### config.mk
export PLATFORM = sky130hd
export DESIGN_NAME = matrix_feeder
export DESIGN_NICKNAME = d
export VERILOG_FILES = /design/src/rtl/matrix_pkg.sv /design/src/rtl/matrix_buffer.sv /design/src/rtl/matrix_feeder.sv
export SDC_FILE = /design/constraint.sdc
export NUM_CORES = 1
export LEC_CHECK = 0
export CAP_MARGIN = 20
export CORE_MARGIN = 3
export CORE_UTILIZATION = 39
export DETAILED_ROUTE_END_ITERATION = 8
export PLACE_DENSITY_LB_ADDON = 0.15
export SLEW_MARGIN = 20
export SYNTH_ARGS = -nofsm -noshare
export SYNTH_HDL_FRONTEND = slang
export SYNTH_SLANG_ARGS = --single-unit
### constraint.sdc
create_clock -name clk -period 5.6 [get_ports clk]
set_input_delay 0.56 -clock clk [delete_from_list [all_inputs] [get_ports clk]]
set_output_delay 0.56 -clock clk [all_outputs]
set_load 0.02 [all_outputs]
### src/rtl/matrix_pkg.sv
// Shared types and helpers for the matrix feeder.
package matrix_pkg;

  typedef enum logic [1:0] {
    LOAD,
    STREAM,
    FLUSH,
    DONE
  } feeder_state_t;

  function automatic int cnt_w(input int n);
    return (n <= 2) ? 1 : $clog2(n);
  endfunction

endpackage

### src/rtl/matrix_buffer.sv
// Square register file: one full-row write port, one full-column read port.
module matrix_buffer
  import matrix_pkg::*;
#(
  parameter int MATRIX_SIZE = 2,
  parameter int DATA_SIZE   = 32,
  localparam int CW = cnt_w(MATRIX_SIZE),
  localparam int W  = DATA_SIZE * MATRIX_SIZE
) (
  input  logic          clk,
  input  logic          we,
  input  logic [CW-1:0] waddr,
  input  logic [W-1:0]  wdata,
  input  logic [CW-1:0] raddr,
  output logic [W-1:0]  rdata
);

  logic [DATA_SIZE-1:0] mem [MATRIX_SIZE][MATRIX_SIZE];

  // Contents are intentionally not reset.
  always_ff @(posedge clk) begin
    if (we) begin
      for (int j = 0; j < MATRIX_SIZE; j++) begin
        mem[waddr][j] <= wdata[j*DATA_SIZE +: DATA_SIZE];
      end
    end
  end

  always_comb begin
    rdata = '0;
    for (int i = 0; i < MATRIX_SIZE; i++) begin
      rdata[i*DATA_SIZE +: DATA_SIZE] = mem[i][raddr];
    end
  end

endmodule

### src/rtl/matrix_feeder.sv
// Buffers a matrix row-wise, replays it column-wise, then flushes the skew.
module matrix_feeder
  import matrix_pkg::*;
#(
  parameter int MATRIX_SIZE = 2,
  parameter int DATA_SIZE   = 32,
  localparam int W = DATA_SIZE * MATRIX_SIZE
) (
  input  logic         clk,
  input  logic         reset,
  input  logic         in_valid,
  output logic         in_ready,
  input  logic [W-1:0] in_row,
  input  logic         out_ready,
  output logic         out_enable,
  output logic [W-1:0] out_data,
  output logic         busy,
  output logic         done
);

  localparam int CW = cnt_w(MATRIX_SIZE);
  localparam logic [CW-1:0] LAST = CW'(MATRIX_SIZE - 1);
  localparam logic [CW-1:0] FLAST =
    CW'((MATRIX_SIZE > 1) ? MATRIX_SIZE - 2 : 0);

  feeder_state_t state, state_nxt;
  logic [CW-1:0] row_cnt, col_cnt, flush_cnt;
  logic [W-1:0]  col_data;
  logic          xfer;

  matrix_buffer #(
    .MATRIX_SIZE (MATRIX_SIZE),
    .DATA_SIZE   (DATA_SIZE)
  ) u_buf (
    .clk   (clk),
    .we    (xfer),
    .waddr (row_cnt),
    .wdata (in_row),
    .raddr (col_cnt),
    .rdata (col_data)
  );

  assign xfer = in_valid & in_ready;

  always_comb begin
    state_nxt = state;
    unique case (state)
      LOAD:
        if (xfer && row_cnt == LAST)
          state_nxt = STREAM;
      STREAM:
        if (out_enable && col_cnt == LAST)
          state_nxt = (MATRIX_SIZE == 1) ? DONE : FLUSH;
      FLUSH:
        if (out_enable && flush_cnt == FLAST)
          state_nxt = DONE;
      DONE:
        state_nxt = LOAD;
      default:
        state_nxt = LOAD;
    endcase
  end

  always_ff @(posedge clk or negedge reset) begin
    if (!reset) begin
      state     <= LOAD;
      row_cnt   <= '0;
      col_cnt   <= '0;
      flush_cnt <= '0;
    end else begin
      state <= state_nxt;
      if (xfer)
        row_cnt <= (row_cnt == LAST) ? '0 : row_cnt + CW'(1);
      if (state == STREAM && out_enable)
        col_cnt <= (col_cnt == LAST) ? '0 : col_cnt + CW'(1);
      if (state == FLUSH && out_enable)
        flush_cnt <= (flush_cnt == FLAST) ? '0 : flush_cnt + CW'(1);
    end
  end

  // Reset gates in_ready so nothing is accepted while it is held.
  assign in_ready   = reset & (state == LOAD);
  assign busy       = (state == STREAM) | (state == FLUSH);
  assign out_enable = busy & out_ready;
  assign done       = (state == DONE);
  assign out_data   = (state == STREAM && out_ready) ? col_data : '0;

endmodule

Word level (Yosys, flattened, before mapping)
Memory sizes are Yosys's and may differ from the RTL's.
Cells that the tools add are included.
Widths: inputs -> output; s select.
- reductions and logical operators: 8
- div/mod/pow operators: 0
- equal/unequal tests: 6
- bitwise logic cells: 6
- $mul: 0
- multiplexer cells: 16
- add/subtract/negate cells: 3
- shift-type cells: 0
- order comparisons: 1
- operators with widths (operator ; number):
    $mux 32 ; 6
    $mux 64 ; 1
    $pmux 2 s4 ; 1
    $logic_and 1x1->1 ; 6
    $mux 2 ; 3
    $ne 2x2->1 const B ; 3
    $mux 1 ; 5
    $eq 2x2->1 const B ; 2
    $add 1x1->1 const B ; 3
    $and 1x1->1 ; 3
    $reduce_and 3->1 ; 1
    $eq 2x1->1 const B ; 1
    $ge 2x2->1 const B ; 1
    $logic_not 2->1 ; 1
    $not 1->2 ; 1
    $not 1->1 ; 1
    $or 1x1->1 ; 1
- input port bits: 68
- logic and storage cells: 45
- output and inout bits: 68
- register bits: 5
- bits in latches: 0
- memory bits (read-only): 0
- memories: 1
- memory bits (writable): 128
- memories (memory ; words ; width ; rd ports ; clocked after memory_dff ; write ports ; line ; source):
    u_buf.mem ; 2 ; 64 ; 2 ; 0 ; 1 ; matrix_buffer.sv:18 ; logic [DATA_SIZE-1:0] mem [MATRIX_SIZE][MATRIX_SIZE];

Logic depth before layout (Yosys ltp)
- word-level depth: 6
- gate-level depth with buffers: 6
- depth with buffers taken out: 5

Hierarchy
Synthesis repeated with hierarchy kept, for this count alone.
- cells, all modules: 303
- area, all modules: 5662.9 µm²
- modules (own cells, without submodules) (module ; cells an instance ; area each (µm²) ; instances ; sequential area each (µm²)):
    matrix_buffer ; 201 ; 4933.5 ; 1 ; 3843.7
    matrix_feeder ; 102 ; 729.4 ; 1 ; 100.1

Least setup slack after synthesis
OpenSTA, ideal clock, no wires.
- path kind: register -> register
- from: register state[0]
- to: memory u_buf.mem[0][0] (netlist bit), enable pin
- path buffers: 0
- path slack: 1373 ps
- arrival: 3741 ps
- data required time: 5114 ps
- cell stages (with the launch flop): 6
- setup time: 486 ps
- clock period less this slack: 4227 ps
- cell sequence: dfrtp_1 -> inv_1 -> ha_1 -> and2_1 -> nand2_1 -> nor2_1
- cells in the longest elaborated chain, start to end: 5
- RTL lines (element ; line ; source):
    start: declaration ; matrix_feeder.sv:26 ; feeder_state_t state, state_nxt;
    start signal: assignment ; matrix_feeder.sv:71 ; state <= state_nxt;
    $logic_not 2->1 ; matrix_feeder.sv:82 ; assign in_ready = reset & (state == LOAD);
    $and 1x1->1 ; matrix_feeder.sv:82 ;
    via in_ready ; matrix_feeder.sv:12 ; output logic in_ready,
    $and 1x1->1 ; matrix_feeder.sv:43 ; assign xfer = in_valid & in_ready;
    $mux 1 ; matrix_buffer.sv:22 ; if (we) begin
    $mux 1 (implied by the code) ; matrix_buffer.sv:24 ; mem[waddr][j] <= wdata[j*DATA_SIZE +: DATA_SIZE];
    end: declaration ; matrix_buffer.sv:18 ;
The timed path passes the listed nets, and every way through them passes these cells.

Worst setup path after layout
- from: register col_cnt
- to: output out_data[26]
- cells in the longest elaborated chain, start to end: 5
- RTL lines (element ; line ; source):
    start: declaration ; matrix_feeder.sv:27 ; logic [CW-1:0] row_cnt, col_cnt, flush_cnt;
    start signal: assignment ; matrix_feeder.sv:75 ; col_cnt <= (col_cnt == LAST) ? '0 : col_cnt + CW'(1);
    $not 1->2 (implied by the code) ; matrix_buffer.sv:32 ; rdata[i*DATA_SIZE +: DATA_SIZE] = mem[i][raddr];
    $mux 32 (implied by the code) (3 in series) ; matrix_buffer.sv:32 ;
    $mux 64 ; matrix_feeder.sv:86 ; assign out_data = (state == STREAM && out_ready) ? col_data : '0;
    end: declaration ; matrix_feeder.sv:16 ; output logic [W-1:0] out_data,
Every way passes these cells. The select of a mux whose other input is x is not followed.

==> impl_metrics.py <==
metrics = {
    "outcome": {
        "outcome": "finished, final reports clean",
    },
    "cells_and_area": {
        "final_layout_size_suffix_gt1_share_pct": 9.05,
        "area_growth_pct": 42.1,
        "antenna_cells": 0,
        "fin_nets": 513,
        "layout.cells.non_filler": 625,
        "final_util_pct": 57.1,
    },
    "grt": {
        "grt_use_total_pct": 13.8,
        "grt_max_degree": 66,
        "antenna_found_initial": 0,
        "grt_pass1_vias": 3005,
        "grt_first_pass_wirelength_mm": 15.2,
        "grt_overflow": 0,
    },
    "route": {
        "wl_mm": 9.77,
        "dr.pass1.iters": 4,
        "drcViolationCount": 0,
        "ant_nets": 0,
        "wire_per_inst_um": 15.6,
        "viasPerCell": 4.54,
        "vias": 2839,
        "drt_iter0_drc": 128,
    },
    "die": {
        "core_area_um2": 12700,
        "std_cell_rows": 41,
        "die_h_um": 120,
        "boundaryPins": 136,
        "design.die.area_um2": 14500,
        "start_util_pct": 40.2,
        "fp.dieW_um": 120,
    },
    "timing": {
        "fmax_ghz": 0.299,
        "worstMarginPinSlew_ns": 1.03,
        "worst_slack_ns": 2.25,
        "min_period_ns": 3.35,
        "drv_slew": 0,
        "grt_setup_unrepaired": "false",
        "slew-limit-headroom_pct": 31.2,
        "setup_viol": 0,
        "finalHoldViolCount": 0,
        "fin_worst_skew_ns": 0.00465,
        "tns_ns": 0,
        "finalCritPeriodShare_pct": 59.8,
    },
    "clock_tree": {
        "cts_resized": 0,
        "htreeDepth": 4,
        "clock_latency_ns": 0.40,
        "clock_path_buffers": 2,
        "cts_root_buffer": "clkbuf_16",
        "post_cts_buffers": 0,
        "cts_buffers": 17,
        "cts_hold_buf": 0,
        "clock-sinks": 132,
        "cts_tree": "done",
        "clk_pin_slew_ns": 0.05,
    },
    "synth": {
        "syn_avg_cell_area_um2": 17.2,
        "yosysWarnings": 0,
        "yosysSeqAreaShare_pct": 77.5,
        "synth_fp_nets": 369,
        "synth.area.top_cells": "edfxtp_1 75%, mux2i_1 13%, nor2_1 4.9%",
        "ys_types": 17,
        "ys_ff_latch": 132,
        "synth_area_um2": 5090,
        "yosys.area.top_type": "edfxtp_1",
        "synth.top_cell.area_share_pct": 75.5,
        "syn-instance-count": 296,
    },
    "worst_setup_path": {
        "path_max_fanout": 45,
        "cp_data_required_time_ns": 5.04,
        "path_class": "reg -> out",
        "crit_path_start_kind": "flop",
        "endpoint_kind": "output port",
        "cp.arrival_ns": 2.79,
    },
    "placed_design": {
        "place_inst": 593,
        "preCtsSetupSlack_ns": 2.38,
        "gp_congestion": 0.743,
        "place_hpwl_mm": 6.49,
        "io_buffers": 135,
    },
    "hold_path": {
        "hp-class": "in -> async",
    },
    "job": {
        "maxCapViolations": 0,
    },
    "power_and_ir_drop": {
        "ir_worst_vdd_mv": 0.222,
        "power_leakage_uw": 0.00259,
        "powerDensity_nw_per_um2": 448,
    },
}
critical path: stages (launching register included):
cell	delay, ns
dfrtp_4	0.93
buf_4	0.49
mux2i_1	0.28
nor2_1	0.07
clkdlybuf4s50_1	0.57
metrics by stage:
step                      cell area (µm²)  total power (µW)  hold WS (ns)
after floorplan                      5090              1830         0.264
after global placement               6620              2150         0.545
after detailed placement             6620              2160         0.566
after CTS                            7240              3290         0.387
after global routing                 7240              3390         0.403
final                                7240              3240         0.403
synthesized netlist by cell type, drive strengths merged:
master,number
edfxtp,128
ha,5
and3,1
a2bb2oi,1
dfrtp,4
inv,3
nand2,2
clkbuf,5
buf,9
mux2,1
nor2,66
mux2i,65
a221oi,1
xnor2,2
and2,2
nand3,1
area by class of cell:
type	count	area, µm²
Fill cell	1027	5440
Sequential cell	132	3950
Timing Repair Buffer	139	1380
Multi-Input combinational cell	147	1070
Clock inverter	15	188
Clock buffer	17	425
Tap cell	172	215
Inverter	3	11.3
registers in the layout, summed over array words and instances, names as in the netlist:
name	cells
u_buf.mem	128
col_cnt	1
row_cnt	1
state	2
metal layers:
layer	part of all wire, %	track usage (%)
met5	0	0
met3	7.0	5.00
met1	42	16.1
met2	49	23.3
met4	1.4	5.52
power breakdown:
| part | total, µW | internal, µW | switching [µW] |
|---|---|---|---|
| logic | 832 | 418 | 413 |
| clock network | 1120 | 739 | 381 |
| registers | 1290 | 1180 | 110 |
cells in the final DEF (no fill, tap or decap), drive strengths merged:
| cell | n |
|---|---|
| inv | 4 |
| nand2 | 2 |
| a2bb2oi | 1 |
| dfrtp | 4 |
| mux2 | 1 |
| clkinvlp | 3 |
| and2 | 2 |
| nor2 | 66 |
| bufinv | 4 |
| buf | 4 |
| ha | 5 |
| mux2i | 65 |
| a221oi | 1 |
| and3 | 1 |
| clkbuf | 17 |
| clkinv | 7 |
| nand3 | 1 |
| edfxtp | 128 |
| xnor2 | 2 |
| clkdlybuf4s50 | 135 |
final timing paths:
path,from,endpoint,slack (ns),depth (start not counted)
max in group asynchronous,reset,col_cnt,4.95,1
min in group clk,state[1],state[1],0.57,1
hold / removal,reset,state[0],0.40,1
setup reg to reg,state[0],u_buf.mem[0][35],2.92,6
setup / recovery,col_cnt,out_data[26],2.25,4
hold reg to reg,state[1],state[1],0.57,1
cell families (layout without fill, tap and decap cells):
kind of cell / after synthesis / count (layout) / synth area share (%)
AO/OA/AOI/OAI: 2 / 2 / 0.590
XOR/XNOR: 2 / 2 / 0.344
adder cells (fa/ha/maj): 5 / 5 / 1.23
buffers and inverters: 17 / 174 / 1.77
flip-flops: 132 / 132 / 77.5
multiplexers: 66 / 66 / 13.0
AND/OR/NAND/NOR: 72 / 72 / 5.60
Power figures use the tool's default switching activity.
==> variant 1 (same flow settings) <==
`DATA_SIZE` is set to 32 in 2 places; all go to 64.
--- a/src/rtl/matrix_buffer.sv
+++ b/src/rtl/matrix_buffer.sv
@@ -5,3 +5,3 @@
   parameter int MATRIX_SIZE = 2,
-  parameter int DATA_SIZE   = 32,
+  parameter int DATA_SIZE   = 64,
   localparam int CW = cnt_w(MATRIX_SIZE),
--- a/src/rtl/matrix_feeder.sv
+++ b/src/rtl/matrix_feeder.sv
@@ -5,3 +5,3 @@
   parameter int MATRIX_SIZE = 2,
-  parameter int DATA_SIZE   = 32,
+  parameter int DATA_SIZE   = 64,
   localparam int W = DATA_SIZE * MATRIX_SIZE
Interface: changed (resized in_row and out_data); port bits go from 136 to 264. No check against the original RTL was run, so the function may have changed too.
==> variant 1 against the unedited design <==
  * Clock power grew 65%
  * Sequential cell count grew 128
  * Cell area grew 91%
  * Combinational power grew 92%
  * Global-route usage grew 1.2 points
  * Total power grew 82%
  * Routed wire length grew 120%
  * Via count grew 97%
  * Largest power group unchanged
  * Area after synthesis grew 95%
  * Die area grew 90%
  * Worst setup slack lost 0.42 ns
==> variant 1: results (changes against the unedited design) <==
[outcome]
status=finished clean  ; unchanged

[synth]
ys_seq_area_share_pct=78.3  ; was 77.5%
synthArstFlopShare_pct=1.54  ; was 3.03%
yosysWarnings=0  ; unchanged
syn-num-nets=704  ; was 369
synth.distinct_cells=20  ; was 17
synthTopCellsByArea=edfxtp_1 77%, mux2i_1 13%, nor2_1 4.9%  ; was edfxtp_1 75%, mux2i_1 13%, nor2_1 4.9%
synthFlopType=edfxtp_1  ; unchanged
ys_top_cells_by_count=256 x edfxtp_1, 130 x nor2_1, 129 x mux2i_1  ; was 128 x edfxtp_1, 66 x nor2_1, 65 x mux2i_1
synth_edf_count=256  ; was 128

[route]
dr.pass1.iters=6  ; was 4
via_per_inst=4.74  ; was 4.54
routedWlPerCell_um=18.2  ; was 15.6 µm
drt_iter0_markers=276  ; was 128

[pwr]
power.leakage_nw=4.90  ; was 2.59 nW
vdd_ir_drop_max_mv=0.244  ; was 0.222 mV

[cts]
cts_resized=0  ; unchanged
clkLatencyLatePin_ns=0.52  ; was 0.40 ns
htree_levels=1  ; was 4
cts_buffer_depth=3  ; was 2
numCtsBuffers=27  ; was 17
root_buffer=clkbuf_16  ; unchanged
clk_pin_slew_ns=0.06
cts_setup_buffers=0  ; unchanged

[placement]
dp_hpwl_um=14000  ; was 6490 µm
gp_congestion=0.769  ; was 0.743
dpl_worst_slack_ns=1.96  ; was 2.38 ns
io_buffers=263  ; was 135

[layout]
top_regs=u_buf.mem (256), state (2)  ; was u_buf.mem (128), state (2)
n_antenna_cell=0  ; unchanged
fill_cells=2021  ; was 1027
layout-drive-gt1-share_pct=6.30  ; was 9.05%
fin_nets=973  ; was 513

[worst_setup_path]
path_max_fanout=87  ; was 45
worstPathArrival_ns=3.21  ; was 2.79 ns

[run]
drv_cap=0  ; unchanged

[hold_path]
hold_class=in2async  ; unchanged

[grt]
grt_max_degree=88  ; was 66
antenna_found_initial=0  ; unchanged
grt_use_total_pct=15.0  ; was 13.8%
grt_pass1_vias=6013  ; was 3005
grt_pass1_wl_um=33100  ; was 15200 µm

[sta]
relSlewSlack_pct=34.5  ; was 31.2%
finalClockSkew_ns=0.00989  ; was 0.00465 ns
tns_ns=0  ; unchanged

-- variant 1: cells by family (layout without fill, tap and decap cells) --
group | after synthesis | count (layout) | synth area share, %
compound gates | 2 | 2 | 0.239
xor+xnor | 2 | 2 | 0.176
fa+ha+maj | 5 | 5 | 0.629
buf+inv | 32 | 322 | 2.28
flops | 260 | 260 | 78.3
mux | 130 | 130 | 13.1
simple gates | 136 | 136 | 5.22
-- variant 1: worst paths after layout --
kind	slack, ns	cells after the start	from	endpoint
setup / recovery	1.83	6	state[1]$_DFFE_PN0P_	out_data[46]
hold / removal	0.27	1	reset	row_cnt$_DFFE_PN0N_
setup reg to reg	3.12	5	state[0]$_DFFE_PN0P_	u_buf.mem[1][14]$_DFFE_PP_
hold reg to reg	0.57	1	state[1]$_DFFE_PN0P_	state[1]$_DFFE_PN0P_
max in group asynchronous	5.10	1	reset	col_cnt$_DFFE_PN0P_
min in group clk	0.57	1	state[1]$_DFFE_PN0P_	state[1]$_DFFE_PN0P_
-- variant 1: power by group --
group / switching [mW] / total [mW] / leakage [nW] / internal [mW]
logic: 0.844 / 1.60 / 2.07 / 0.759
registers: 0.125 / 2.44 / 2.36 / 2.32
clock network: 0.693 / 1.85 / 0.465 / 1.16
-- variant 1: through the flow --
| step | cell area, µm² | utilization [%] | cells |
|---|---|---|---|
| 2_1_floorplan | 9940 | - | 567 |
| 3_3_place_gp | 12900 | 52.1 | 1131 |
| 3_5_place_dp | 12900 | 52.1 | 1131 |
| 4_1_cts | 13800 | 55.9 | 1181 |
| 5_1_grt | 13800 | 55.9 | 1181 |
| 6_report | 13800 | 55.9 | 1181 |
-- variant 1: final cells by class --
| class | count | share of cell area, % |
|---|---|---|
| flip-flops and latches | 260 | 56.5 |
| repair buffers | 269 | 19.6 |
| multi-input cells | 275 | 14.1 |
| clock buffers | 31 | 5.01 |
| well taps | 324 | 2.94 |
| clock inverters | 19 | 1.80 |
| inverters | 3 | 0.0816 |
-- variant 1: critical path: stages (launching register included) --
cell	delay, ns
dfrtp_1	0.40
inv_1	0.10
ha_1	0.26
nand2_4	0.68
buf_4	0.55
nor2_1	0.13
clkdlybuf4s50_1	0.56
-- variant 1: layer usage --
layer  part of all wire, %  global-route usage [%]  routed length, µm
met1                    42                    19.7               9060
met2                    48                    24.6              10200
met3                   8.0                    4.41               1710
met4                   2.2                    4.12                478
met5                     0                       0                  0
==> variant 2 (config.mk and constraints unchanged) <==
Without the edit above. The 4 states of `feeder_state_t` get a Gray code encoding in 2 bits.
--- a/src/rtl/matrix_pkg.sv
+++ b/src/rtl/matrix_pkg.sv
@@ -4,6 +4,6 @@
   typedef enum logic [1:0] {
-    LOAD,
-    STREAM,
-    FLUSH,
-    DONE
+    LOAD   = 2'b00,
+    STREAM = 2'b01,
+    FLUSH  = 2'b11,
+    DONE   = 2'b10
   } feeder_state_t;
Check against the original RTL: same outputs for any inputs over 10 cycles, from zero or initial values and one cycle with reset low; not proved beyond that.
==> variant 2 against the unedited design <==
  * Maximum frequency grew 1.6%
  * Die area shrank 0.31%
  * Routed wire length grew 0.47%
  * Worst setup slack gained 0.054 ns
  * Area after synthesis shrank 0.32%
  * Final cell count shrank 1.3%
  * Largest power group unchanged
  * Global-route usage grew 0.57 points
  * Total power grew 0.55%
  * Worst hold slack lost 0.0067 ns
  * Largest cell class unchanged
  * Cell area shrank 1.8%
  * Sequential cell count is the same
  * Register-to-register slack gained 0.19 ns
  * Non-clock buffer count is the same
==> variant 2: results (changes against the unedited design) <==
[grt]
use_met1_pct=17.0  ; was 16.1%
use_met3_pct=4.81  ; was 5.00%
grt_pass1_wl_um=15600  ; was 15200 µm

[pwr]
vdd_ir_drop_max_mv=0.212  ; was 0.222 mV
p_switching_mw=0.928  ; was 0.904 mW

[worst_setup_path]
reg2regPathDepth=3  ; was 6
cp-endpoint=out_data[45]  ; was out_data[26]
path_max_fanout=37  ; was 45
reg2reg_setup_slack_ns=3.11  ; was 2.92 ns
worstPathArrival_ns=2.74  ; was 2.79 ns

[placement]
dpl_worst_slack_ns=2.38  ; about the same
gp_congestion=0.734  ; was 0.743
dp_hpwl_um=6550  ; was 6490 µm

[route]
dr.pass1.iters=6  ; was 4
dr_wl_met3_um=591  ; was 679 µm
via_per_inst=4.57  ; was 4.54

[synth]
synthMuxAreaShare_pct=12.6  ; was 13.0%
synthAdderAreaFrac_pct=0  ; was 1.23%
ys_top_cells_by_count=128 x edfxtp_1, 64 x mux2i_1, 64 x nor2_1  ; was 128 x edfxtp_1, 66 x nor2_1, 65 x mux2i_1
synth.distinct_cells=18  ; was 17
ys_seq_area_share_pct=77.7  ; was 77.5%
synth_compound_area_share_pct=0.321  ; was 0.590%

[outcome]
status=finished clean  ; unchanged

[layout]
layout-drive-gt1-share_pct=7.64  ; was 9.05%

[sta]
finalClockSkew_ns=0.00578  ; was 0.00465 ns

==> variant 2: changes by cell type after synthesis, moves of 2 or more <==
| cell | delta |
|---|---|
| buf_6 | +11 |
| buf_4 | -5 |
| ha_1 | -5 |
| clkbuf_1 | -4 |
| inv_1 | -3 |
| nor2b_1 | +3 |
| a21oi_1 | +2 |
| nand2_1 | -2 |
| nor2_1 | -2 |
==> variant 2: per-stage QoR <==
stage / instances / power [mW] / util, %
final: 617 / 3.26 / 56.1
after global routing: 617 / 3.42 / 56.1
after CTS: 617 / 3.31 / 56.1
after detailed placement: 585 / 2.24 / 51.6
after global placement: 585 / 2.23 / 51.6
after floorplan: 290 / 1.92 / -
==> variant 2: final cells by class <==
cell class,instances,area (µm²)
clock buffers,19,433
clock inverters,13,140
fillers,1058,5560
multi-input cells,142,990
flip-flops and latches,132,3950
well taps,172,215
repair buffers,139,1380
